--- config.mk ---
export PLATFORM = sky130hd
export DESIGN_NAME = mult_datapath_flat
export DESIGN_NICKNAME = d
export VERILOG_FILES = /design/src/rtl/mult_pkg.sv /design/src/rtl/mult_datapath_if.sv /design/src/rtl/mult_datapath_add_sub9.sv /design/src/rtl/mult_datapath.sv /design/src/flat_wrapper.sv
export SDC_FILE = /design/constraint.sdc
export NUM_CORES = 1
export LEC_CHECK = 0
export BUFFER_PORTS_ARGS = -buffer_cell sky130_fd_sc_hd__buf_2
export CORE_MARGIN = 1.5
export CORE_UTILIZATION = 45
export CTS_CLUSTER_SIZE = 40
export DETAILED_ROUTE_END_ITERATION = 8
export PLACE_DENSITY_LB_ADDON = 0.12
export SYNTH_ARGS = -nofsm -noshare
export SYNTH_HDL_FRONTEND = slang
export SYNTH_SLANG_ARGS = --single-unit
--- constraint.sdc ---
create_clock -name Clk -period 5.55 [get_ports Clk]
set_input_delay 1.665 -clock Clk [delete_from_list [all_inputs] [get_ports Clk]]
set_output_delay 1.665 -clock Clk [all_outputs]
set_load 0.02 [all_outputs]
--- src/rtl/mult_pkg.sv ---
// Shared constants and helpers for the signed shift-add multiplier datapath.
package mult_pkg;

  localparam int WIDTH = 8;

  // Widen an operand by one bit so {X,A} arithmetic never overflows.
  function automatic logic [WIDTH:0] sext(input logic [WIDTH-1:0] v);
    return {v[WIDTH-1], v};
  endfunction

endpackage

--- src/rtl/mult_datapath_if.sv ---
// Control strobes, switch operand and register views of the multiplier datapath.
interface mult_datapath_if;
  import mult_pkg::*;

  logic             ClearA_LoadB;
  logic             CLRA;
  logic             Shift_En;
  logic             LD;
  logic             SUB;
  logic [WIDTH-1:0] S;
  logic             X;
  logic [WIDTH-1:0] Aval;
  logic [WIDTH-1:0] Bval;
  logic             M;

  modport master (
    output ClearA_LoadB, CLRA, Shift_En, LD, SUB, S,
    input  X, Aval, Bval, M
  );

  modport slave (
    input  ClearA_LoadB, CLRA, Shift_En, LD, SUB, S,
    output X, Aval, Bval, M
  );

endinterface

--- src/rtl/mult_datapath_add_sub9.sv ---
// Ripple-carry adder/subtractor over the sign-extended {X,A} width.
module add_sub9
  import mult_pkg::*;
(
  input  logic [WIDTH:0] a,
  input  logic [WIDTH:0] b,
  input  logic           sub,
  output logic [WIDTH:0] s
);

  logic [WIDTH:0] b_x;
  logic [WIDTH:0] carry;

  // Subtraction is a + ~b + 1; the final carry-out is not needed.
  assign b_x      = b ^ {(WIDTH + 1){sub}};
  assign carry[0] = sub;

  for (genvar i = 0; i <= WIDTH; i++) begin : g_sum
    assign s[i] = a[i] ^ b_x[i] ^ carry[i];
  end

  for (genvar i = 0; i < WIDTH; i++) begin : g_carry
    assign carry[i+1] = (a[i] & b_x[i]) | (carry[i] & (a[i] ^ b_x[i]));
  end

endmodule

--- src/rtl/mult_datapath.sv ---
// X/A/B registers of the signed shift-add multiplier: load, clear, add-then-shift.
module mult_datapath
  import mult_pkg::*;
(
  input  logic            Clk,
  input  logic            Reset,
  mult_datapath_if.slave  bus
);

  logic             x_q, x_d;
  logic [WIDTH-1:0] a_q, a_d;
  logic [WIDTH-1:0] b_q, b_d;
  logic [WIDTH:0]   xa;
  logic [WIDTH:0]   operand;
  logic [WIDTH:0]   addsub;
  logic [WIDTH:0]   sum9;

  assign xa      = {x_q, a_q};
  assign operand = sext(bus.S);

  add_sub9 u_add_sub9 (
    .a   (xa),
    .b   (operand),
    .sub (bus.SUB),
    .s   (addsub)
  );

  // The add only happens when the multiplier bit currently in B[0] is set.
  assign sum9 = (bus.LD && b_q[0]) ? addsub : xa;

  always_comb begin
    // NOTE: every next-state signal gets a hold default first so no path infers a latch.
    x_d = x_q;
    a_d = a_q;
    b_d = b_q;
    if (bus.ClearA_LoadB) begin
      x_d = 1'b0;
      a_d = '0;
      b_d = bus.S;
    end else if (bus.CLRA) begin
      x_d = 1'b0;
      a_d = '0;
    end else if (bus.Shift_En) begin
      x_d = sum9[WIDTH];
      a_d = sum9[WIDTH:1];
      b_d = {sum9[0], b_q[WIDTH-1:1]};
    end
  end

  // NOTE: sequential state uses non-blocking assignments so all registers update from pre-edge values.
  always_ff @(posedge Clk) begin
    if (Reset) begin
      x_q <= 1'b0;
      a_q <= '0;
      b_q <= '0;
    end else begin
      x_q <= x_d;
      a_q <= a_d;
      b_q <= b_d;
    end
  end

  assign bus.X    = x_q;
  assign bus.Aval = a_q;
  assign bus.Bval = b_q;
  assign bus.M    = b_q[0];

endmodule

--- src/flat_wrapper.sv ---
// flat-port wrapper written by rule: the top's interface ports become plain ports
module mult_datapath_flat import mult_pkg::*;
  (Clk, Reset, bus_ClearA_LoadB, bus_CLRA, bus_Shift_En, bus_LD, bus_SUB, bus_S, bus_X, bus_Aval, bus_Bval, bus_M);
  mult_datapath_if bus_i ();
  input  logic Clk;
  input  logic Reset;
  input wire logic [$bits(bus_i.ClearA_LoadB)-1:0] bus_ClearA_LoadB;
  input wire logic [$bits(bus_i.CLRA)-1:0] bus_CLRA;
  input wire logic [$bits(bus_i.Shift_En)-1:0] bus_Shift_En;
  input wire logic [$bits(bus_i.LD)-1:0] bus_LD;
  input wire logic [$bits(bus_i.SUB)-1:0] bus_SUB;
  input wire logic [$bits(bus_i.S)-1:0] bus_S;
  output wire logic [$bits(bus_i.X)-1:0] bus_X;
  output wire logic [$bits(bus_i.Aval)-1:0] bus_Aval;
  output wire logic [$bits(bus_i.Bval)-1:0] bus_Bval;
  output wire logic [$bits(bus_i.M)-1:0] bus_M;
  assign bus_i.ClearA_LoadB = bus_ClearA_LoadB;
  assign bus_i.CLRA = bus_CLRA;
  assign bus_i.Shift_En = bus_Shift_En;
  assign bus_i.LD = bus_LD;
  assign bus_i.SUB = bus_SUB;
  assign bus_i.S = bus_S;
  assign bus_X = bus_i.X;
  assign bus_Aval = bus_i.Aval;
  assign bus_Bval = bus_i.Bval;
  assign bus_M = bus_i.M;
  mult_datapath u_core (.Clk(Clk), .Reset(Reset), .bus(bus_i));
endmodule
==> results.txt <==
- The run finished with clean final reports.
* Maximum level of the CTS H-tree: 1
- OpenSTA, run right after detailed placement, puts the worst setup slack at 0.7616 ns.
- The endpoint identified for the worst register-to-register timing path is u_core.bus.Aval[6]$_SDFFE_PP0P_.
- Critical path type: in -> reg
* Total of buffers placed on input and output ports: 32
- Final hold violation count: 0
- Final clock skew: 0.007900 ns
- The number of pins exceeding their max-slew limit in the final report came to 0.
- Post-detailed-route count of antenna-violating nets: 0
- Sum Neg Setup Slack: 0 ns
- Syn nets: 131
* Relative slew margins: 0.4456
* Most frequent standard cell in the layout excluding fill and tap cells: sky130_fd_sc_hd__buf_2
- In the layout the commonest cells are sky130_fd_sc_hd__buf_2, sky130_fd_sc_hd__dfxtp_1, sky130_fd_sc_hd__mux2i_1.
- Once placement finished, the instance area stood at 1161 µm².
- Total of cells resized after clock tree synthesis: 0
* Share of final-layout standard cells stronger than drive strength 1: 0.2761
* Top-level port count: 33
- The worst hold path belongs to the class reg -> reg.
- The later pin in the worst-skew pair is clocked with a latency of 0.29 ns.
* Number of diodes added for antenna fixing: 0
- Dividing the detail-routed wire length by the instance count gives ~12 µm.
- First-pass GRT wire length: approximately 3.5 mm
* Post-Synth Adder-Cell Area: 0.1540
- Number of setup buffers added after CTS: 0
- The critical path runs through a total of 14 cells.
- Antenna violations before repair: 0
* Fin worst setup slack: 1.087 ns
- In the finished design, the share of the clock period the worst path needs comes to 0.8041.
* Cell-by-cell listing of the critical path: buf_2 > xnor2_1 > fa_1 > fa_1 > inv_1 > fa_1 > fa_1 > fa_1 > inv_1 > fa_1 > fa_1 > nand3_1 > o211ai_1 > a21oi_1
- In this design, the stage delay of the slowest critical-path cell is around 0.42 ns.
- After floorplanning, the core was sized to cover about 2200 µm².
* Clock buffer depth: 2
- Along the worst path, the maximum fanout reaches 8.
- Xor and xnor fraction of the mapped netlist area: 0.06739
- Clock buffers created by TritonCTS: 3
* CP Launch Type: input pin
* TritonCTS clock tree: yes
- In this design, the largest share of critical-path delay is due to adder cells.
- Among all stages on the critical path, the largest delay is contributed by sky130_fd_sc_hd__fa_1.
* Count of nets after finishing: 158
- Clock tree synthesis selected as its root buffer the cell sky130_fd_sc_hd__clkbuf_4.
- Worst supply voltage drop on vdd: about 0.14 mV
- Post-synthesis simple-gate area fraction: 0.1071
- After filler insertion, the fill cell instance count of the layout stands at 205.
- Cell Pwr Density: around 210 nW/µm²
* Overall power after layout: 257.2 µW
- CTS clk-pin slew, worst paths: 0.10 ns
- For this run, design rule violations remaining after detail routing come to 0.
* CP startpoint: bus_SUB
- Hold repair after CTS inserted 0 buffers.
* Cell depth of the worst flop-to-flop path: 13
- Via count of the first global-routing pass: a little under 800
- Static timing analysis puts the maximum clock frequency at 224.1 MHz.
- Dominant combinational cell family by area after synthesis: adder cells
- DR vias/cell: around 5.0
- Critical path data arrival time: 4.68 ns
* Max capacitance violation total: 0
* Synth Area per Inst: 9.627 µm²
- Seq/Total Area, Yosys: 0.3081
- Destination of the critical timing path: u_core.bus.Aval[6]$_SDFFE_PP0P_
- The setup check on the worst reg-to-reg path leaves a slack of 2.32 ns.
- The floorplan step defined a die boundary enclosing 2608 µm².
* Complex-gate fraction of the synthesized area: 0.1444
- Area delta synth->final: 15.16%
* Minimum period implied by the final worst setup slack: 4.463 ns
* RSZ-0062 raised after global routing: false
* Dominant cell type by count on the critical path: sky130_fd_sc_hd__fa_1
- The synthesized design contains 16 register bits.
- Launching point of the worst reg2reg path: u_core.bus.Aval[0]$_SDFFE_PP0P_
* CTS sink count: 16
- Remaining Overflow, GRT: 0
- Mux contribution to synthesized area: 0.1155
* Post-synthesis cell count: roughly 110
- Via count: between 800 and 900
* Routed wire length: 1.961 mm
- Initial DRC Count: 10
* Number of warnings reported in the yosys synthesis log: 0
- Effective utilization at floorplan: 0.4746
- Measured along the y axis, the die boundary spans 51.07 µm.
- Setup violations remaining at the end of the flow were counted as 0.
- Together, buffers and inverters on the worst path number 3.
- Total global routing track utilization: 0.1796
* Total standard cell area after synthesis: roughly 1000 µm²
- Static leakage: 0.5079 nW
- Die X-Extent: 51.07 µm
- Total half-perimeter wirelength after legalization and detailed placement: around 1.6 mm
- After routing the design area is between 1000 and 1500 µm².
- STA puts the critical path data required time at 5.77 ns.
- In this run, distinct cell masters in the synthesized netlist total 23.
* Weighted congestion at the end of routability-driven global placement: 0.7653
* Core Rows: 17
* Largest net degree at the start of global routing: 15
* First-pass iteration count of the detailed router: 4
- Slew at the pin closest to its max-slew limit: about 0.83 ns
- The worst setup path is captured at a flop.
cells by family after synthesis:
family                     Yosys count
and+or+nand+nor                     25
muxes                               12
xor gates and xnor gates             8
adders and majority gates            8
DFF                                 16
buffers and inverters               19
AOI/OAI and AO/OA                   20
Yosys cell counts:
cell,count,area share
sky130_fd_sc_hd__buf_4,3,0.022
sky130_fd_sc_hd__xor2_1,5,0.042
sky130_fd_sc_hd__nor2b_1,1,0.0060
sky130_fd_sc_hd__buf_6,3,0.032
sky130_fd_sc_hd__a21oi_1,4,0.019
sky130_fd_sc_hd__dfxtp_1,16,0.31
sky130_fd_sc_hd__nand2b_1,1,0.0060
sky130_fd_sc_hd__nor2_1,11,0.040
sky130_fd_sc_hd__or3_1,1,0.0060
sky130_fd_sc_hd__a211oi_1,10,0.072
sky130_fd_sc_hd__nand3_1,6,0.029
sky130_fd_sc_hd__clkbuf_1,2,0.0072
sky130_fd_sc_hd__inv_1,9,0.032
sky130_fd_sc_hd__mux2i_1,12,0.12
sky130_fd_sc_hd__nand2_1,4,0.014
sky130_fd_sc_hd__xnor2_1,3,0.025
sky130_fd_sc_hd__buf_2,1,0.0048
sky130_fd_sc_hd__o211ai_1,4,0.029
sky130_fd_sc_hd__o32ai_2,1,0.016
sky130_fd_sc_hd__fa_1,8,0.15
sky130_fd_sc_hd__clkbuf_2,1,0.0048
sky130_fd_sc_hd__and2_1,1,0.0060
sky130_fd_sc_hd__a2bb2oi_1,1,0.0084
layout make-up:
| class | instances | area (µm²) | area share |
|---|---|---|---|
| tap | 28 | 35.03 | 0.02926 |
| multi-input combinational | 73 | 611.8 | 0.5110 |
| inverter | 9 | 33.78 | 0.02821 |
| timing repair buffer | 32 | 160.2 | 0.1338 |
| clock buffer | 4 | 36.28 | 0.03030 |
| sequential | 16 | 320.3 | 0.2675 |
stage by stage:
step	std cells	hold WS, ns	utilization
finish	162	0.4975	0.5465
global route	162	0.5417	0.5465
CTS	162	0.5060	0.5465
detailed placement	158	0.4912	0.5300
global placement	158	0.4852	0.5300
floorplan	108	0.5570	-
layer usage:
metal / vias up / track usage / part of all wire
li1: 415 / - / -
met1: 382 / 0.2332 / 0.47
met2: 19 / 0.2879 / 0.48
met4: 0 / 0.09009 / 0.0066
met3: 2 / 0.02924 / 0.040
met5: - / 0 / 0
registers in the layout, indices dropped and copies added, names as in the netlist:
| name | cells |
|---|---|
| u_core.bus.Bval | 8 |
| u_core.bus.X | 1 |
| u_core.bus.Aval | 7 |
worst min-delay path, stage by stage (launching register included):
cell and delay [ns]:
sky130_fd_sc_hd__dfxtp_1 0.34, sky130_fd_sc_hd__nand2_1 0.07, sky130_fd_sc_hd__a21oi_1 0.05
how the worst min path moves through the flow:
stage                               startpoint                         endpoint  cells after the start
6_report       u_core.bus.Aval[1]$_SDFFE_PP0P_  u_core.bus.Aval[1]$_SDFFE_PP0P_                      2
5_1_grt        u_core.bus.Aval[1]$_SDFFE_PP0P_  u_core.bus.Aval[1]$_SDFFE_PP0P_                      2
4_1_cts        u_core.bus.Aval[1]$_SDFFE_PP0P_  u_core.bus.Aval[1]$_SDFFE_PP0P_                      2
3_5_place_dp   u_core.bus.Aval[1]$_SDFFE_PP0P_  u_core.bus.Aval[1]$_SDFFE_PP0P_                      2
3_3_place_gp   u_core.bus.Aval[6]$_SDFFE_PP0P_  u_core.bus.Aval[6]$_SDFFE_PP0P_                      2
2_1_floorplan  u_core.bus.Aval[1]$_SDFFE_PP0P_  u_core.bus.Aval[1]$_SDFFE_PP0P_                      2
power by group:
part           total [mW]  internal [mW]  switching (mW)  leakage (nW)
Sequential          0.125          0.120         0.00492         0.131
Clock              0.0781         0.0399          0.0382        0.0210
Combinational      0.0545         0.0224          0.0320         0.356
No activity file was read; power rests on OpenSTA's default activity.
